**src/rtl/core_run_ctrl_pkg.sv**
```systemverilog
// rtl/core_run_ctrl_pkg.sv - mode and state encodings shared by the run/step controller
package core_run_ctrl_pkg;

    localparam logic [1:0] MODE_HALT  = 2'b00;
    localparam logic [1:0] MODE_RUN   = 2'b01;
    localparam logic [1:0] MODE_STEP  = 2'b10;
    localparam logic [1:0] MODE_RUN_N = 2'b11;

    typedef enum logic [2:0] {
        ST_HALT  = 3'd0,
        ST_RUN   = 3'd1,
        ST_STEP  = 3'd2,
        ST_RUN_N = 3'd3,
        ST_BREAK = 3'd4
    } run_state_t;

    // RUN_N is only entered through start, so a bare switch to mode 11 parks in HALT.
    function automatic run_state_t mode_state(input logic [1:0] mode);
        run_state_t st;
        st = ST_HALT;
        case (mode)
            MODE_RUN:  st = ST_RUN;
            MODE_STEP: st = ST_STEP;
            default:   st = ST_HALT;
        endcase
        return st;
    endfunction

endpackage

```
**src/rtl/core_run_ctrl_step_sync.sv**
```systemverilog
// rtl/core_run_ctrl_step_sync.sv - step button synchronizer with rising-edge pulse
module core_run_ctrl_step_sync (
    input  logic i_clk,
    input  logic i_rst,
    input  logic i_step,
    output logic o_pulse
);

    logic r_meta;
    logic r_sync;
    logic r_prev;

    always_ff @(posedge i_clk or posedge i_rst) begin
        if (i_rst) begin
            r_meta <= 1'b0;
            r_sync <= 1'b0;
            r_prev <= 1'b0;
        end else begin
            r_meta <= i_step;
            r_sync <= r_meta;
            r_prev <= r_sync;
        end
    end

    assign o_pulse = r_sync & ~r_prev;

endmodule

```
**src/rtl/core_run_ctrl.sv**
```systemverilog
// rtl/core_run_ctrl.sv - clock-enable run/step controller with divider, run-N, breakpoints
module core_run_ctrl
    import core_run_ctrl_pkg::*;
#(
    parameter int DIV_WIDTH = 4,
    parameter int PC_WIDTH  = 64,
    parameter int NUM_BP    = 2,
    parameter int CNT_WIDTH = 16
) (
    input  logic                       i_clk,
    input  logic                       i_rst,
    input  logic [1:0]                 i_mode,
    input  logic [DIV_WIDTH-1:0]       i_div_sel,
    input  logic                       i_step,
    input  logic                       i_start,
    input  logic [CNT_WIDTH-1:0]       i_run_count,
    input  logic [PC_WIDTH-1:0]        i_pc,
    input  logic [NUM_BP*PC_WIDTH-1:0] i_bp_addr,
    input  logic [NUM_BP-1:0]          i_bp_en,
    input  logic                       i_stall,
    output logic                       o_cpu_ce,
    output logic                       o_mem_phase,
    output logic                       o_halted,
    output logic [NUM_BP-1:0]          o_bp_hit,
    output logic [31:0]                o_retired
);

    localparam logic [DIV_WIDTH-1:0] DIV_ONE = 1;
    localparam logic [CNT_WIDTH-1:0] CNT_ONE = 1;

    logic [DIV_WIDTH-1:0] r_div_cnt;
    logic                 w_tick;

    run_state_t           r_state;
    logic [1:0]           r_mode_prev;
    logic                 r_cpu_ce;
    logic                 r_mem_phase;
    logic                 r_halted;
    logic                 r_step_pending;
    logic [CNT_WIDTH-1:0] r_remaining;
    logic [NUM_BP-1:0]    r_bp_hit;
    logic [31:0]          r_retired;

    logic                 w_step_pulse;
    logic                 w_mode_chg;
    logic [NUM_BP-1:0]    w_bp_match;
    logic                 w_bp_any;

    core_run_ctrl_step_sync u_step_sync (
        .i_clk   (i_clk),
        .i_rst   (i_rst),
        .i_step  (i_step),
        .o_pulse (w_step_pulse)
    );

    // >= rather than == so shrinking div_sel below the count ticks at once instead of wrapping.
    assign w_tick = (r_div_cnt >= i_div_sel);

    always_ff @(posedge i_clk or posedge i_rst) begin
        if (i_rst) begin
            r_div_cnt <= '0;
        end else if (w_tick) begin
            r_div_cnt <= '0;
        end else begin
            r_div_cnt <= r_div_cnt + DIV_ONE;
        end
    end

    genvar g;
    generate
        for (g = 0; g < NUM_BP; g++) begin : g_bp
            assign w_bp_match[g] = i_bp_en[g] && (i_pc == i_bp_addr[g*PC_WIDTH +: PC_WIDTH]);
        end
    endgenerate

    assign w_bp_any   = |w_bp_match;
    assign w_mode_chg = (i_mode != r_mode_prev);

    always_ff @(posedge i_clk or posedge i_rst) begin
        if (i_rst) begin
            r_state        <= ST_HALT;
            r_mode_prev    <= MODE_HALT;
            r_cpu_ce       <= 1'b0;
            r_halted       <= 1'b1;
            r_step_pending <= 1'b0;
            r_remaining    <= '0;
            r_bp_hit       <= '0;
        end else begin
            r_mode_prev <= i_mode;
            r_cpu_ce    <= 1'b0;
            if (w_mode_chg) begin
                r_state        <= mode_state(i_mode);
                r_halted       <= (mode_state(i_mode) == ST_HALT);
                r_step_pending <= 1'b0;
                r_remaining    <= '0;
                r_bp_hit       <= '0;
            end else if (i_start && (i_mode == MODE_RUN_N)) begin
                r_step_pending <= 1'b0;
                r_remaining    <= i_run_count;
                if (i_run_count != '0) begin
                    r_state  <= ST_RUN_N;
                    r_halted <= 1'b0;
                end else begin
                    r_state  <= ST_HALT;
                    r_halted <= 1'b1;
                end
            end else begin
                case (r_state)
                    ST_RUN: begin
                        if (w_tick) begin
                            if (w_bp_any) begin
                                r_state        <= ST_BREAK;
                                r_halted       <= 1'b1;
                                r_bp_hit       <= r_bp_hit | w_bp_match;
                                r_step_pending <= 1'b0;
                            end else begin
                                r_cpu_ce <= 1'b1;
                            end
                        end
                    end
                    ST_RUN_N: begin
                        if (w_tick && (r_remaining != '0)) begin
                            if (w_bp_any) begin
                                r_state        <= ST_BREAK;
                                r_halted       <= 1'b1;
                                r_bp_hit       <= r_bp_hit | w_bp_match;
                                r_step_pending <= 1'b0;
                            end else begin
                                r_cpu_ce    <= 1'b1;
                                r_remaining <= r_remaining - CNT_ONE;
                                if (r_remaining == CNT_ONE) begin
                                    r_state  <= ST_HALT;
                                    r_halted <= 1'b1;
                                end
                            end
                        end
                    end
                    ST_STEP: begin
                        if (w_tick && r_step_pending) begin
                            r_cpu_ce       <= 1'b1;
                            r_step_pending <= 1'b0;
                        end else if (w_step_pulse) begin
                            r_step_pending <= 1'b1;
                        end
                    end
                    ST_BREAK: begin
                        // The step-out ce ignores the comparators, so the CPU can leave the breakpoint PC.
                        if (w_tick && r_step_pending) begin
                            r_cpu_ce       <= 1'b1;
                            r_step_pending <= 1'b0;
                            if (i_mode == MODE_RUN_N) begin
                                r_remaining <= r_remaining - CNT_ONE;
                                if (r_remaining == CNT_ONE) begin
                                    r_state  <= ST_HALT;
                                    r_halted <= 1'b1;
                                end else begin
                                    r_state  <= ST_RUN_N;
                                    r_halted <= 1'b0;
                                end
                            end else begin
                                r_state  <= ST_RUN;
                                r_halted <= 1'b0;
                            end
                        end else if (w_step_pulse) begin
                            r_step_pending <= 1'b1;
                        end
                    end
                    default: begin
                    end
                endcase
            end
        end
    end

    always_ff @(posedge i_clk or posedge i_rst) begin
        if (i_rst) begin
            r_mem_phase <= 1'b0;
            r_retired   <= '0;
        end else begin
            r_mem_phase <= r_cpu_ce;
            if (r_cpu_ce && !i_stall) begin
                r_retired <= r_retired + 32'd1;
            end
        end
    end

    assign o_cpu_ce    = r_cpu_ce;
    assign o_mem_phase = r_mem_phase;
    assign o_halted    = r_halted;
    assign o_bp_hit    = r_bp_hit;
    assign o_retired   = r_retired;

endmodule

```
**config.mk**
```make
export PLATFORM = sky130hd
export DESIGN_NAME = core_run_ctrl
export DESIGN_NICKNAME = d
export VERILOG_FILES = /design/src/rtl/core_run_ctrl_pkg.sv /design/src/rtl/core_run_ctrl_step_sync.sv /design/src/rtl/core_run_ctrl.sv
export SDC_FILE = /design/constraint.sdc
export NUM_CORES = 1
export LEC_CHECK = 0
export CORE_MARGIN = 4
export CORE_UTILIZATION = 42
export CTS_BUF_LIST = sky130_fd_sc_hd__clkbuf_4 sky130_fd_sc_hd__clkbuf_8 sky130_fd_sc_hd__clkbuf_16
export CTS_CLUSTER_SIZE = 16
export DETAILED_ROUTE_END_ITERATION = 10
export PLACE_DENSITY_LB_ADDON = 0.05
export SYNTH_ARGS = -nofsm -noshare
export SYNTH_HDL_FRONTEND = slang
export SYNTH_SLANG_ARGS = --single-unit
```
**constraint.sdc**
```tcl
create_clock -name i_clk -period 3.51 [get_ports i_clk]
set_clock_uncertainty 0.15 [all_clocks]
set_input_delay 0.351 -clock i_clk [delete_from_list [all_inputs] [get_ports i_clk]]
set_output_delay 0.351 -clock i_clk [all_outputs]
set_load 0.1 [all_outputs]
```
## After elaboration in Yosys (flattened, before gate mapping)

Index checks and enable logic that the tools add are counted.

| storage, ports and cells | value |
|---|---|
| output and inout bits | 37 |
| input bits | 221 |
| bits in registers | 66 |

| cells by class | value |
|---|---|
| bitwise operators | 3 |
| reductions and logical operators | 20 |
| add/sub/neg operators | 3 |
| equality and inequality tests | 22 |
| $lt $le $gt $ge | 1 |
| multiplexer cells | 55 |

Operators with widths:

| kind | number |
|---|---|
| $eq 64x64->1 | 2 |
| $mux 16 | 6 |
| $add 32x1->32 const B | 1 |
| $pmux 16 s2 | 1 |
| $reduce_bool 16->1 | 2 |
| $mux 3 | 10 |
| $mux 1 | 24 |
| $ne 4x4->1 const B | 6 |
| $eq 16x1->1 const B | 1 |
| $sub 16x1->16 const B | 1 |
| $mux 2 | 7 |
| $reduce_bool 5->1 | 2 |
| $pmux 1 s3 | 3 |
| $pmux 3 s3 | 1 |
| $pmux 2 s2 | 2 |
| $reduce_and 4->1 | 2 |
| $eq 3x2->1 const B | 2 |
| $logic_and 1x1->1 | 6 |
| $ne 3x3->1 const B | 2 |
| $reduce_and 6->1 | 1 |
| $ne 5x1->1 const B | 1 |
| $ne 5x5->1 const B | 1 |
| $reduce_and 5->1 | 1 |
| $add 4x1->4 const B | 1 |
| 16 further kinds | 18 |

## Longest topological paths before layout

| depth | value |
|---|---|
| word-level depth | 8 |
| depth in mapped cells | 13 |
| depth with buffers taken out | 11 |

## By module

A second synthesis with hierarchy kept.

| second synthesis, totals | value |
|---|---|
| cell total of the unflattened synthesis | 657 |
| area total of the unflattened synthesis | 5693.0 µm² |

By module, submodules not included:

| module | sequential area each (µm²) | area each (µm²) | cells an instance | instances |
|---|---|---|---|---|
| core_run_ctrl | 1577.8 | 5600.4 | 652 | 1 |
| core_run_ctrl_step_sync | 75.1 | 92.6 | 5 | 1 |

## Worst setup path before layout

OpenSTA, ideal clock, no wires.

| timing | value |
|---|---|
| kind | in2reg |
| start | in i_pc[27] |
| end | reg r_state[0] |
| buffers on the path | 0 |
| stages on the path | 9 |
| arrival | 2706 ps |
| path slack | 527 ps |
| data required time | 3232 ps |
| path through | xor2_1 -> or4_1 -> nand4bb_1 -> or4b_1 -> nor4_2 -> nor2_2 -> and3_4 -> a21oi_4 -> mux2_1 |

| between the ends | value |
|---|---|
| longest elaborated chain between the ends | 8 |
| elaborated cells on any way between the ends | 13 |

RTL lines:

| item | RTL line | source |
|---|---|---|
| start, declared | core_run_ctrl.sv:17 | `input logic [PC_WIDTH-1:0] i_pc,` |
| $eq 64x64->1 | core_run_ctrl.sv:72 | `assign w_bp_match[g] = i_bp_en[g] && (i_pc == i_bp_addr[g*PC_WIDTH +: PC_WIDTH]);` |
| $logic_and 1x1->1 | core_run_ctrl.sv:72 |  |
| $reduce_or 2->1 (*) | core_run_ctrl.sv:76 | `assign w_bp_any = \|w_bp_match;` |
| $mux 3 | core_run_ctrl.sv:123 | `if (w_bp_any) begin` |
| $mux 3 | core_run_ctrl.sv:122 | `if (w_tick && (r_remaining != '0)) begin` |
| $pmux 3 s3 | core_run_ctrl.sv:108 | `case (r_state)` |
| $mux 3 | core_run_ctrl.sv:97 | `end else if (i_start && (i_mode == MODE_RUN_N)) begin` |
| $mux 3 | core_run_ctrl.sv:91 | `if (w_mode_chg) begin` |
| end signal, assigned | core_run_ctrl.sv:92 | `r_state <= mode_state(i_mode);` |
| end, declared | core_run_ctrl.sv:34 | `run_state_t r_state;` |

Every way passes the cells marked *; elsewhere a longest branch is shown, timed or not. The select of a mux whose other input is x is not followed.
A chain may end at the register's enable or synchronous reset.

## Worst setup path in the final report

| timing | value |
|---|---|
| start | in i_pc[59] |
| end | reg r_state[0] |

Same word-level chain as after synthesis.

==> results.ini <==
[yosys]
synth_cells = 631
yosysTopAreaCellShare_pct = 29.7
syn-cell-area_um2 = 5480
synth_edf_count = 0
netlist_top_cells_area = dfrtp_1 (30%), xnor2_1 (16%), xor2_1 (7.2%)
seq_area_frac_synth_pct = 30.1
ys_warn_count = 0
ys_ff_latch = 66
ys_types = 57
syn_area_per_cell_um2 = 8.69
ys.flop_type = dfrtp_1
syn_nets = 864
async_flop_share_pct = 100
synth_top_cell_by_area = dfrtp_1

[finish]
nets = 1141
syn_to_final_growth_pct = 58.3
mostFrequentLayoutCell = clkdlybuf4s50_1
final_cell_mix = clkdlybuf4s50_1 (257), xnor2_1 (100), dfrtp_1 (65)
drive_gt1_share_pct = 5.59
post-route-util_pct = 68.2

[place]
place_hpwl_um = 18400
portBuffers = 257
globalplace.congestion = 1.02
pre_cts_slack_ns = -0.127

[die]
dieArea_um2 = 14900
io_pins = 258
rows = 41
core_um2 = 12700
die_y_um = 122
start_util_pct = 43.1
die_w_um = 122

[hold_path]
whs_path_depth = 0
hp-class = reg2reg

[run_status]
status = complete, no violations

[sta]
hold_viol = 0
setup-violations-final = 0
relSlewSlack_pct = 29.9
layout_setup_ws_ns = 0.207
fin_crit_sh_pct = 94.1
rsz0062_at_grt = false
tightest_slew_ns = 1.05
fmax_ghz = 0.303
finalMaxSlewViolations = 0
fin_tns_setup_ns = 0
min_period_ns = 3.30

[setup_path]
crit_type = in2reg
start_kind = input pin
worstPathArrival_ns = 3.36
worstPathRequired_ns = 3.57
crit_path_end_kind = register
worst-path-max-fanout = 2
worst-r2r-cell-count = 12

[power]
ir_worst_vdd_mv = 0.217
switching_share_pct = 33.2
seqPwrFrac_pct = 29.8
power_frac_comb_pct = 37.9
power_density_nw_per_um2 = 345
power_leakage_uw = 0.00337
pwr-share-clk_pct = 32.3
p_total_uw = 2990
p_int_uw = 2000
p_switching_uw = 992

[route]
wl_met1_um = 7460
antenna_left = 0
drc_errors = 0
drt-total-wl_um = 21200
maxUsedRoutingLayer = met4
dr.first_iter.drc_count = 463
num_vias = 6025
viasPerCell = 5.55
routedWlPerCell_um = 19.5
dr_wl_met3_um = 1500
wl_met2_um = 10900
drtPass1Iterations = 5

[cts]
cts_tree = done
cts_setup_buffers = 0
numCtsBuffers = 9
clk_latency_ns = 0.33
holdBufCountCts = 0
cts.clk_slew.worst_paths_ns = 0.05
cts_sinks = 66
root_buffer = clkbuf_16
cts_buffer_depth = 2
cts_resized = 0
h-tree-depth = 3

[grt]
grt_max_degree = 34
grt_pass1_vias = 6456
grt.total_usage_pct = 28.0
antenna_found_initial = 1
grt_first_pass_wirelength_um = 32300
grt_overflow = 0

[flow_run]
maxCapViolations = 0

==> synth_stat cells (3+ instances only) <==
master,number
or4_1,3
nor4b_1,4
nor2b_1,8
o2111ai_1,9
xor2_1,45
a21oi_1,20
a31oi_1,3
and4_1,3
o21ai_1,6
and3_1,5
o21ai_0,15
nand3_1,29
o22ai_1,4
nor3_1,10
nor4_1,28
nor2_1,31
nand2b_1,50
dfrtp_1,65
nand4_1,58
clkbuf_1,6
inv_1,29
buf_6,3
nor3b_1,5
xnor2_1,100
nand4b_1,3
nand2_1,38
o211ai_1,3
and2_1,3
ha_1,12
==> path summary, 6_finish.rpt <==
path / start / endpoint / slack (ns)
max in group asynchronous: i_rst / r_div_cnt[1] / 2.19
worst max-delay path: i_pc[59] / r_state[0] / 0.21
worst max register to register: r_div_cnt[0] / r_remaining[5] / 0.32
worst min-delay path: u_step_sync.r_meta / u_step_sync.r_sync / 0.20
worst min register to register: u_step_sync.r_meta / u_step_sync.r_sync / 0.20
min in group asynchronous: i_rst / o_retired[31] / 0.29
==> sequential cells by signal, indices dropped and copies added, names as in the netlist <==
register            flops
o_retired              32
o_halted                1
u_step_sync.r_meta      1
o_mem_phase             1
u_step_sync.r_sync      1
r_remaining            16
u_step_sync.r_prev      1
r_state                 3
r_step_pending          1
o_cpu_ce                1
r_mode_prev             2
o_bp_hit                2
r_div_cnt               4
==> kinds of logic (layout without fill, tap and decap cells) <==
kind of cell	count (synthesis)	in the layout	synth area share, %
simple gates	292	292	31.0
xor+xnor	147	147	24.0
compound gates	70	70	8.24
flops	66	66	30.1
buf+inv	40	322	3.15
fa+ha+maj	12	12	2.74
mux	4	4	0.776
other cells	0	1	0
==> critical path: stages <==
cell             delay, ns
clkdlybuf4s50_1       0.46
xor2_1                0.21
or4_1                 0.50
nand4bb_1             0.19
or4b_1                0.53
nor4_2                0.40
nor2_2                0.07
and3_4                0.19
a21oi_4               0.12
mux2_1                0.34
==> power groups by stage <==
stage,logic (µW),registers (µW),clock network [µW]
floorplan,536,987,0
global placement,1100,900,0
detailed placement,1130,902,0
CTS,1130,891,982
global route,1220,901,1020
finish,1130,891,966
==> routing by layer <==
layer	up-vias	track usage [%]
met5	-	0
met4	0	16.7
met3	82	5.94
met2	317	50.8
met1	2805	29.8
li1	2821	-
==> stage by stage <==
stage,hold slack (ns),cells,instance area (µm²)
2_1_floorplan,0.181,631,5480
3_3_place_gp,0.190,1069,8350
3_5_place_dp,0.190,1069,8350
6_report,0.205,1086,8680
4_1_cts,0.202,1085,8680
5_1_grt,0.220,1086,8680
==> layout make-up <==
type                       count  area, µm²
inverter                      31        116
multi-input combinational    525       3660
tap                          172        215
sequential                    66       1650
clock buffer                  10        233
fill                        1084       4040
antenna                        1       2.50
clock inverter                 6       90.1
timing repair buffer         275       2710
(Power assumes the default switching activity.)
